<file path="src/rtl/mdu_iterative.sv">
// mdu_iterative: multi-cycle multiply/divide unit that owns the HI/LO registers.
// MULT/MULTU use shift-add and DIV/DIVU use restoring division.
// Each operation takes WIDTH iterations, plus one cycle to apply signs.
// Optional macro MDU_FAST_ZERO_EN: trivial zero operands skip the iteration phase.
module mdu_iterative #(
  parameter int WIDTH = 32
) (
  input  logic             clk,
  input  logic             rst,
  input  logic             start,
  input  logic [1:0]       op,
  input  logic [WIDTH-1:0] a,
  input  logic [WIDTH-1:0] b,
  input  logic             hi_we,
  input  logic             lo_we,
  input  logic [WIDTH-1:0] wdata,
  output logic             busy,
  output logic             done,
  output logic [WIDTH-1:0] hi,
  output logic [WIDTH-1:0] lo
);

  localparam int CW = $clog2(WIDTH + 1);

  typedef enum logic [1:0] {IDLE, CALC, FIX} state_t;

  state_t               state, stateNext;
  logic                 isDiv, sa, sb, divZero;
  logic [WIDTH-1:0]     mcand;
  logic [2*WIDTH-1:0]   prod;
  logic [WIDTH-1:0]     rem;
  logic [WIDTH-1:0]     quot;
  logic [CW-1:0]        count;

  logic                 signedOp, aNeg, bNeg, fastZero;
  logic [WIDTH-1:0]     aMag, bMag;
  logic [WIDTH:0]       mulSum, divShift, divDiff;
  logic [2*WIDTH-1:0]   prodRes;
  logic [WIDTH-1:0]     quotRes, remRes;

  // Operand magnitudes: signed ops strip the sign, unsigned ops pass through
  always_comb begin
    signedOp = ~op[0];
    aNeg     = signedOp & a[WIDTH-1];
    bNeg     = signedOp & b[WIDTH-1];
    aMag     = aNeg ? -a : a;
    bMag     = bNeg ? -b : b;
  end

`ifdef MDU_FAST_ZERO_EN
  assign fastZero = op[1] ? (b == '0) : ((a == '0) || (b == '0));
`else
  assign fastZero = 1'b0;
`endif

  // One iteration step of each algorithm plus the sign-corrected final results
  always_comb begin
    mulSum   = {1'b0, prod[2*WIDTH-1:WIDTH]} + {1'b0, (prod[0] ? mcand : '0)};
    divShift = {rem, quot[WIDTH-1]};
    divDiff  = divShift - {1'b0, mcand};
    prodRes  = (sa ^ sb) ? -prod : prod;
    quotRes  = divZero ? '1 : ((sa ^ sb) ? -quot : quot);
    remRes   = sa ? -rem : rem;
  end

  // State register
  always_ff @(posedge clk or posedge rst) begin
    if (rst) state <= IDLE;
    else     state <= stateNext;
  end

  // Next-state: IDLE -> CALC (or straight to FIX on a fast zero) -> FIX -> IDLE
  always_comb begin
    stateNext = state;
    case (state)
      IDLE: if (start) stateNext = fastZero ? FIX : CALC;
      CALC: if (count == CW'(1)) stateNext = FIX;
      FIX:  stateNext = IDLE;
      default: stateNext = IDLE;
    endcase
  end

  assign busy = (state != IDLE);

  // Datapath: latch operands, iterate, then commit signed results to HI/LO
  always_ff @(posedge clk or posedge rst) begin
    if (rst) begin
      isDiv   <= 1'b0;
      sa      <= 1'b0;
      sb      <= 1'b0;
      divZero <= 1'b0;
      mcand   <= '0;
      prod    <= '0;
      rem     <= '0;
      quot    <= '0;
      count   <= '0;
      hi      <= '0;
      lo      <= '0;
      done    <= 1'b0;
    end else begin
      done <= 1'b0;
      case (state)
        IDLE: begin
          if (start) begin
            isDiv   <= op[1];
            sa      <= aNeg;
            sb      <= bNeg;
            divZero <= (b == '0);
            mcand   <= op[1] ? bMag : aMag;
            prod    <= fastZero ? '0 : {{WIDTH{1'b0}}, bMag};
            rem     <= fastZero ? aMag : '0;
            quot    <= aMag;
            count   <= CW'(WIDTH);
          end else begin
            if (hi_we) hi <= wdata;
            if (lo_we) lo <= wdata;
          end
        end
        CALC: begin
          count <= count - CW'(1);
          if (isDiv) begin
            if (!divDiff[WIDTH]) begin
              rem  <= divDiff[WIDTH-1:0];
              quot <= {quot[WIDTH-2:0], 1'b1};
            end else begin
              rem  <= divShift[WIDTH-1:0];
              quot <= {quot[WIDTH-2:0], 1'b0};
            end
          end else begin
            prod <= {mulSum, prod[WIDTH-1:1]};
          end
        end
        FIX: begin
          if (isDiv) begin
            hi <= remRes;
            lo <= quotRes;
          end else begin
            hi <= prodRes[2*WIDTH-1:WIDTH];
            lo <= prodRes[WIDTH-1:0];
          end
          done <= 1'b1;
        end
        default: ;
      endcase
    end
  end

endmodule

</file>
<file path="config.mk">
export PLATFORM = sky130hd
export DESIGN_NAME = mdu_iterative
export DESIGN_NICKNAME = d
export VERILOG_FILES = /design/src/rtl/mdu_iterative.sv
export SDC_FILE = /design/constraint.sdc
export NUM_CORES = 1
export LEC_CHECK = 0
export ABC_AREA = 1
export BUFFER_PORTS_ARGS = -buffer_cell sky130_fd_sc_hd__buf_4
export CAP_MARGIN = 40
export CORE_MARGIN = 3
export CORE_UTILIZATION = 50
export CTS_BUF_LIST = sky130_fd_sc_hd__clkbuf_4
export CTS_CLUSTER_DIAMETER = 60
export CTS_CLUSTER_SIZE = 30
export DETAILED_ROUTE_END_ITERATION = 8
export PLACE_DENSITY_LB_ADDON = 0.1
export SETUP_SLACK_MARGIN = 0.15
export SLEW_MARGIN = 20
export SYNTH_ARGS = -nofsm -noshare
export SYNTH_HDL_FRONTEND = slang
export SYNTH_SLANG_ARGS = --single-unit
</file>
<file path="constraint.sdc">
create_clock -name clk -period 8.49 [get_ports clk]
set_input_delay 0.849 -clock clk [delete_from_list [all_inputs] [get_ports clk]]
set_output_delay 0.849 -clock clk [all_outputs]
set_load 0.05 [all_outputs]
</file>
==> results of run 1 <==
power breakdown:
| part | leakage [nW] | internal [mW] | total (mW) | switching [mW] |
|---|---|---|---|---|
| logic | 9.13 | 0.0930 | 0.301 | 0.208 |
| clock network | 0.253 | 0.326 | 0.813 | 0.487 |
| registers | 2.75 | 1.15 | 1.17 | 0.0223 |
| total | 12.1 | 1.57 | 2.29 | 0.717 |
cells by family (layout without fill, tap and decap cells):
kind of cell / Yosys count / in the layout / synth area share (%)
flops: 237 / 237 / 27.5
compound gates: 598 / 598 / 15.0
buf+inv: 572 / 694 / 10.5
xor+xnor: 70 / 70 / 2.84
fa+ha+maj: 73 / 73 / 4.30
other cells: 0 / 4 / 0
mux: 2 / 2 / 0.0927
simple gates: 2058 / 2058 / 39.8
path summary, 6_finish.rpt:
check	startpoint	endpoint	slack (ps)	cells past startpoint
worst max register to register	state[1]$_DFFE_PP0P_	quot[1]$_DFFE_PP0P_	5170	9
worst min register to register	lo[21]$_DFFE_PP0P_	lo[21]$_DFFE_PP0P_	500	2
worst max-delay path	state[1]$_DFFE_PP0P_	quot[1]$_DFFE_PP0P_	5170	9
min in group asynchronous	rst	hi[28]$_DFFE_PP0P_	500	3
worst min-delay path	wdata[6]	lo[6]$_DFFE_PP0P_	300	3
max in group asynchronous	rst	mcand[0]$_DFFE_PP0P_	6980	4
layout make-up:
class	instances	area, µm²
diodes	4	10.0
fillers	4361	18400
well taps	577	722
clock inverters	18	290
flip-flops and latches	237	5930
inverters	454	1710
multi-input cells	2801	13400
clock buffers	25	188
repair buffers	197	1610
per-layer routing:
layer	share of wire (%)	up-vias	GRT usage, %
li1	-	11800	-
met5	0.024	-	0
met2	43	1428	59.6
met1	40	11700	51.7
met4	7.2	4	22.8
met3	10	283	7.75
cell usage in the layout, fill, tap and decap left out, types with 6 or more instances in the layout:
| cell type | n |
|---|---|
| ha_1 | 71 |
| inv_1 | 439 |
| a21oi_1 | 251 |
| o21ai_1 | 26 |
| dfrtp_1 | 237 |
| o211ai_1 | 38 |
| clkbuf_4 | 25 |
| inv_2 | 11 |
| o22ai_1 | 11 |
| nand3_1 | 347 |
| o21ai_0 | 220 |
| nor2_2 | 15 |
| nand2_2 | 32 |
| and2_1 | 6 |
| a31oi_1 | 11 |
| buf_4 | 186 |
| xnor2_1 | 18 |
| nand3b_1 | 9 |
| nand2_1 | 1110 |
| nor2_1 | 446 |
| o21bai_1 | 7 |
| xor2_1 | 52 |
| nor3_1 | 26 |
| nand4_1 | 41 |
| a21oi_2 | 6 |
flip-flops by register name, indices dropped and copies added, names as in the netlist:
name,flops
state,2
rem,32
isDiv,1
prod,64
count,6
mcand,32
divZero,1
done,1
quot,32
sa,1
lo,32
hi,32
sb,1
worst reg2reg max path: cells and delay by family (launching register included):
kind | cells | cell delay [ps]
compound gates | 2 | 280
buf+inv | 4 | 1510
flops | 1 | 480
simple gates | 3 | 940
cells in the mapped netlist (10+ instances only):
library cell,instances
o22ai_1,11
nand4_1,41
dfrtp_1,237
a21oi_1,251
o21ai_1,26
o21ai_0,220
clkbuf_1,60
inv_1,442
ha_1,71
nand2_2,32
nor2_1,446
xnor2_1,18
a31oi_1,11
nor3_1,26
o211ai_1,38
xor2_1,52
nand2_1,1110
nand3_1,347
buf_2,40
nor2_2,16
buf_1,10
==> metrics.txt, run 1 <==
CP Class reg -> reg; unrepaired setup endpoints after global routing false; H-tree depth 1; fin cells 4313; Worst VDD drop 122 µV; largest net degree at the start of global routing 127; Fmax 301 MHz; Syn Area/Cell 5.98 µm²; sequential share of the synthesized area 27.5%; crit path DAT 4030 ps; CP max stage delay 730 ps; antenna-violating nets left 0; fin area 0.0239 mm²; wirelength, routed 91400 µm; Lkg Pwr 12.1 nW; synth top area cells dfrtp_1, nand2_1, nand3_1, nor2_1, inv_1; total power 2.29 mW; max cap viols 0; vias in the first global route 23000; crit-path max FO 38; number of enable flip-flop cells after synthesis 0; Vias/cell 5.85; clock buffer depth 3; HPWL Detailed 73700 µm; mapped cell area 0.0216 mm²; CP max stage cell nor2_4; utilization after layout 56.4%; DRC 0; DIE HEIGHT 214 µm; PortBufs 168; Post-Syn Nets 3786; Nets 3891; most numerous cell on the critical path buf_4; CP top delay family buffers and inverters; CP Buf/Inv Count 4; Netlist cell types 51; final setup fails 0; total CTS buffers 24; die area 0.0457 mm²; Synth area leader dfrtp_1; drt initial violations 3120; Startpoint Class flop; wire per inst 21.2 µm; clk_lat worst skew 830 ps; power per cell area 95.8 mW/mm²; die width 214 µm; Cell Area, Placed 0.0233 mm²; crit end category flop; fin crit period 3320 ps; Synth Instances 3610; quantity of hold-fixing buffers added after cts 0; number of setup buffers added after CTS 0; Final Hold Fails 0; Pins Over Slew Limit 0; Worst Path Required 9210 ps; Clk pin slew, worst setup/hold paths 200 ps; Slew @ Worst Pin 859 ps; standard-cell rows 75; ys async rst share 100%; # IOs 169; share of layout cells above drive strength 1 8.74%; Clock Tree Root clkbuf_4; worst-path cell chain nor2_1 -> nand2_1 -> buf_4 -> inv_1 -> nor2_4 -> buf_4 -> inv_2 -> o211ai_1 -> o21ai_0; Worst slew margin 42.6%; status complete, no violations; via count 25200; grt ovf 0; drt first pass iters 6; Initial Util 51.0%; # clock sinks 237; Yosys top cell area share 27.5%; Ys Warns 0; crit share post-route 39.1%; Resize count post-CTS 0; Hold/Removal Path Class in -> reg; slack of the critical path 5170 ps; first-pass GRT wire length 136000 µm; antenna violations before repair 3; CTS tree built; core footprint 0.0423 mm²; placed cells 4260; clk_skew 38.1 ps; Min Hold Slack 296 ps; area grow syn2layout 10.6%; routability cong. 1.04; Most used DFF post-synth dfrtp_1; pre-CTS setup slack 4850 ps; Seq cells post-synth 237; All-Layer GR Usage 39.1%; setup TNS 0 ps
(Power assumes the default switching activity.)
==> run 2: changes to the inputs <==
clock period = 3.2 ns   (was 8.49 ns; I/O delays follow)
==> run 2 against run 1 <==
Net effect:
- sequential power grew to 2.7 times the previous value
- routed wire length is 3.9% higher
- clock skew grew 61 ps
- hold slack got worse by 250 ps
- global-route usage is 1.5 points higher
- critical endpoint is now mcand[29]$_DFFE_PP0P_
- largest cell class unchanged
- largest power group unchanged
==> metrics.txt, run 2 (synthesized netlist as in run 1, its figures left out) <==
status complete, no violations; crit path DAT 3630 ps; CTS tree built; standard-cell rows 75; first-pass GRT wire length 141000 µm; cell depth of the worst flop-to-flop path 11; max cap viols 0; PortBufs 168; die width 214 µm; slack of the critical path 291 ps; FF-to-FF End lo[7]$_DFFE_PP0P_; WP depth 13; most common cell after layout, fill and taps aside nand2_1; Clk pin slew, worst setup/hold paths 150 ps; Worst VDD drop 268 µV; number of setup buffers added after CTS 0; unrepaired setup endpoints after global routing false; via count 26000; worst r2r src sb$_DFFE_PP0P_; antenna-violating nets left 0; crit-path max FO 13; Clock Tree Root clkbuf_4; core footprint 0.0423 mm²; placed cells 4276; area grow syn2layout 16.6%; worst-path cell chain dlygate4sd3_1 -> buf_4 -> inv_1 -> nand2_1 -> clkinvlp_4 -> nand2_1 -> nand2_1 -> nand2_1 -> nand2_1 -> nand2_1 -> dlygate4sd3_1 -> nand3_1 -> dlygate4sd3_1; pre-CTS setup slack 525 ps; wirelength, routed 94900 µm; crit path from op[0]; All-Layer GR Usage 40.5%; CP top delay family buffers and inverters; Fmax 344 MHz; crit share post-route 90.9%; DRC 0; Vias/cell 5.84; max reg flops 64; grt ovf 0; Worst Path Required 3920 ps; Nets 4017; largest net degree at the start of global routing 89; Slew @ Worst Pin 808 ps; Worst Setup EP mcand[29]$_DFFE_PP0P_; antenna violations before repair 2; Biggest register prod; CP max stage cell dlygate4sd3_1; vias in the first global route 23900; Final Hold Fails 0; total CTS buffers 30; die area 0.0457 mm²; most numerous cell on the critical path nand2_1; Lkg Pwr 12.7 nW; H-tree depth 1; Initial Util 51.0%; Pins Over Slew Limit 0; Worst slew margin 45.9%; Hold/Removal Path Class in -> reg; CP Buf/Inv Count 6; routability cong. 1.05; clk_skew 99.1 ps; fin cells 4444; drt first pass iters 6; DIE HEIGHT 214 µm; Startpoint Class primary input; clock buffer depth 3; clk_lat worst skew 900 ps; drt initial violations 3479; # IOs 169; CP max stage delay 560 ps; fillers 4192; CP Class in -> reg; # clock sinks 237; crit end category flop; final setup fails 0; total power 6.58 mW; Cell Area, Placed 0.0234 mm²; fin crit period 2910 ps; commonest cells after routing, fill and taps aside nand2_1, nor2_1, inv_1; power per cell area 261 mW/mm²; fin area 0.0252 mm²; reg2reg setup slack 310 ps; share of layout cells above drive strength 1 9.13%; HPWL Detailed 74800 µm; wire per inst 21.4 µm
==> run 2: cell types whose count changed in the layout (fill, tap and decap cells not counted), sizes merged <==
cell | previous run | this run
buf | 196 | 208
clkbuf | 25 | 31
clkinv | 11 | 14
clkinvlp | 0 | 4
diode | 4 | 2
dlygate4sd3 | 1 | 108
inv | 456 | 457
==> run 2: worst register-to-register path: cells and delay by family, from the launching register on <==
kind	cells	cell delay, ps
simple gates	7	860
buf+inv	2	850
compound gates	2	700
flops	1	430
==> run 2: what timing repair did <==
item,4_1_cts,5_1_grt
resized for setup,0,2
hold buffers,108,0
setup endpoints to repair,0,2
endpoints found under the hold margin,165,0
==> run 2: report_power, final <==
part           leakage (nW)  switching (mW)  total, mW  internal [mW]
registers              2.75          0.0617       3.12           3.06
logic                  9.60           0.572      0.894          0.323
clock network         0.326            1.54       2.57           1.03
total                  12.7            2.17       6.58           4.41
==> run 2: layout make-up <==
| type | instances | area [µm²] | share of cell area [%] |
|---|---|---|---|
| Multi-Input combinational cell | 2801 | 13400 | 53.3 |
| Sequential cell | 237 | 5930 | 23.6 |
| Timing Repair Buffer | 316 | 2760 | 11.0 |
| Inverter | 454 | 1710 | 6.80 |
| Tap cell | 577 | 722 | 2.87 |
| Clock inverter | 25 | 400 | 1.59 |
| Clock buffer | 31 | 233 | 0.925 |
| Timing Repair inverter | 1 | 5.00 | 0.0199 |
| Antenna cell | 2 | 5.00 | 0.0199 |
==> run 2: routing by layer <==
metal  wire, µm  global-route usage, %  vias up
met4       7780                   27.0        2
met2      39300                   59.1     1531
met1      37700                   53.5    12000
met5         11                      0        -
li1           -                      -    12100
met3      10100                   9.76      344
==> run 2: how the worst min path moves through the flow <==
stage	endpoint	start	slack, ps	cells after the start
2_1_floorplan	count[5]$_DFFE_PP0P_	count[5]$_DFFE_PP0P_	450	1
3_3_place_gp	lo[21]$_DFFE_PP0P_	lo[21]$_DFFE_PP0P_	470	2
3_5_place_dp	lo[10]$_DFFE_PP0P_	lo[10]$_DFFE_PP0P_	480	2
4_1_cts	prod[26]$_DFFE_PP0P_	b[26]	2	5
5_1_grt	prod[26]$_DFFE_PP0P_	b[26]	60	5
6_report	prod[21]$_DFFE_PP0P_	b[17]	50	8
==> run 2: stage by stage <==
step	util, %	setup TNS (ps)	hold slack, ps
after floorplan	-	-53530	453
after global placement	55.3	0	469
after detailed placement	55.3	0	483
after CTS	59.4	0	1.61
after global routing	59.5	0	57.6
final	59.5	0	48.9
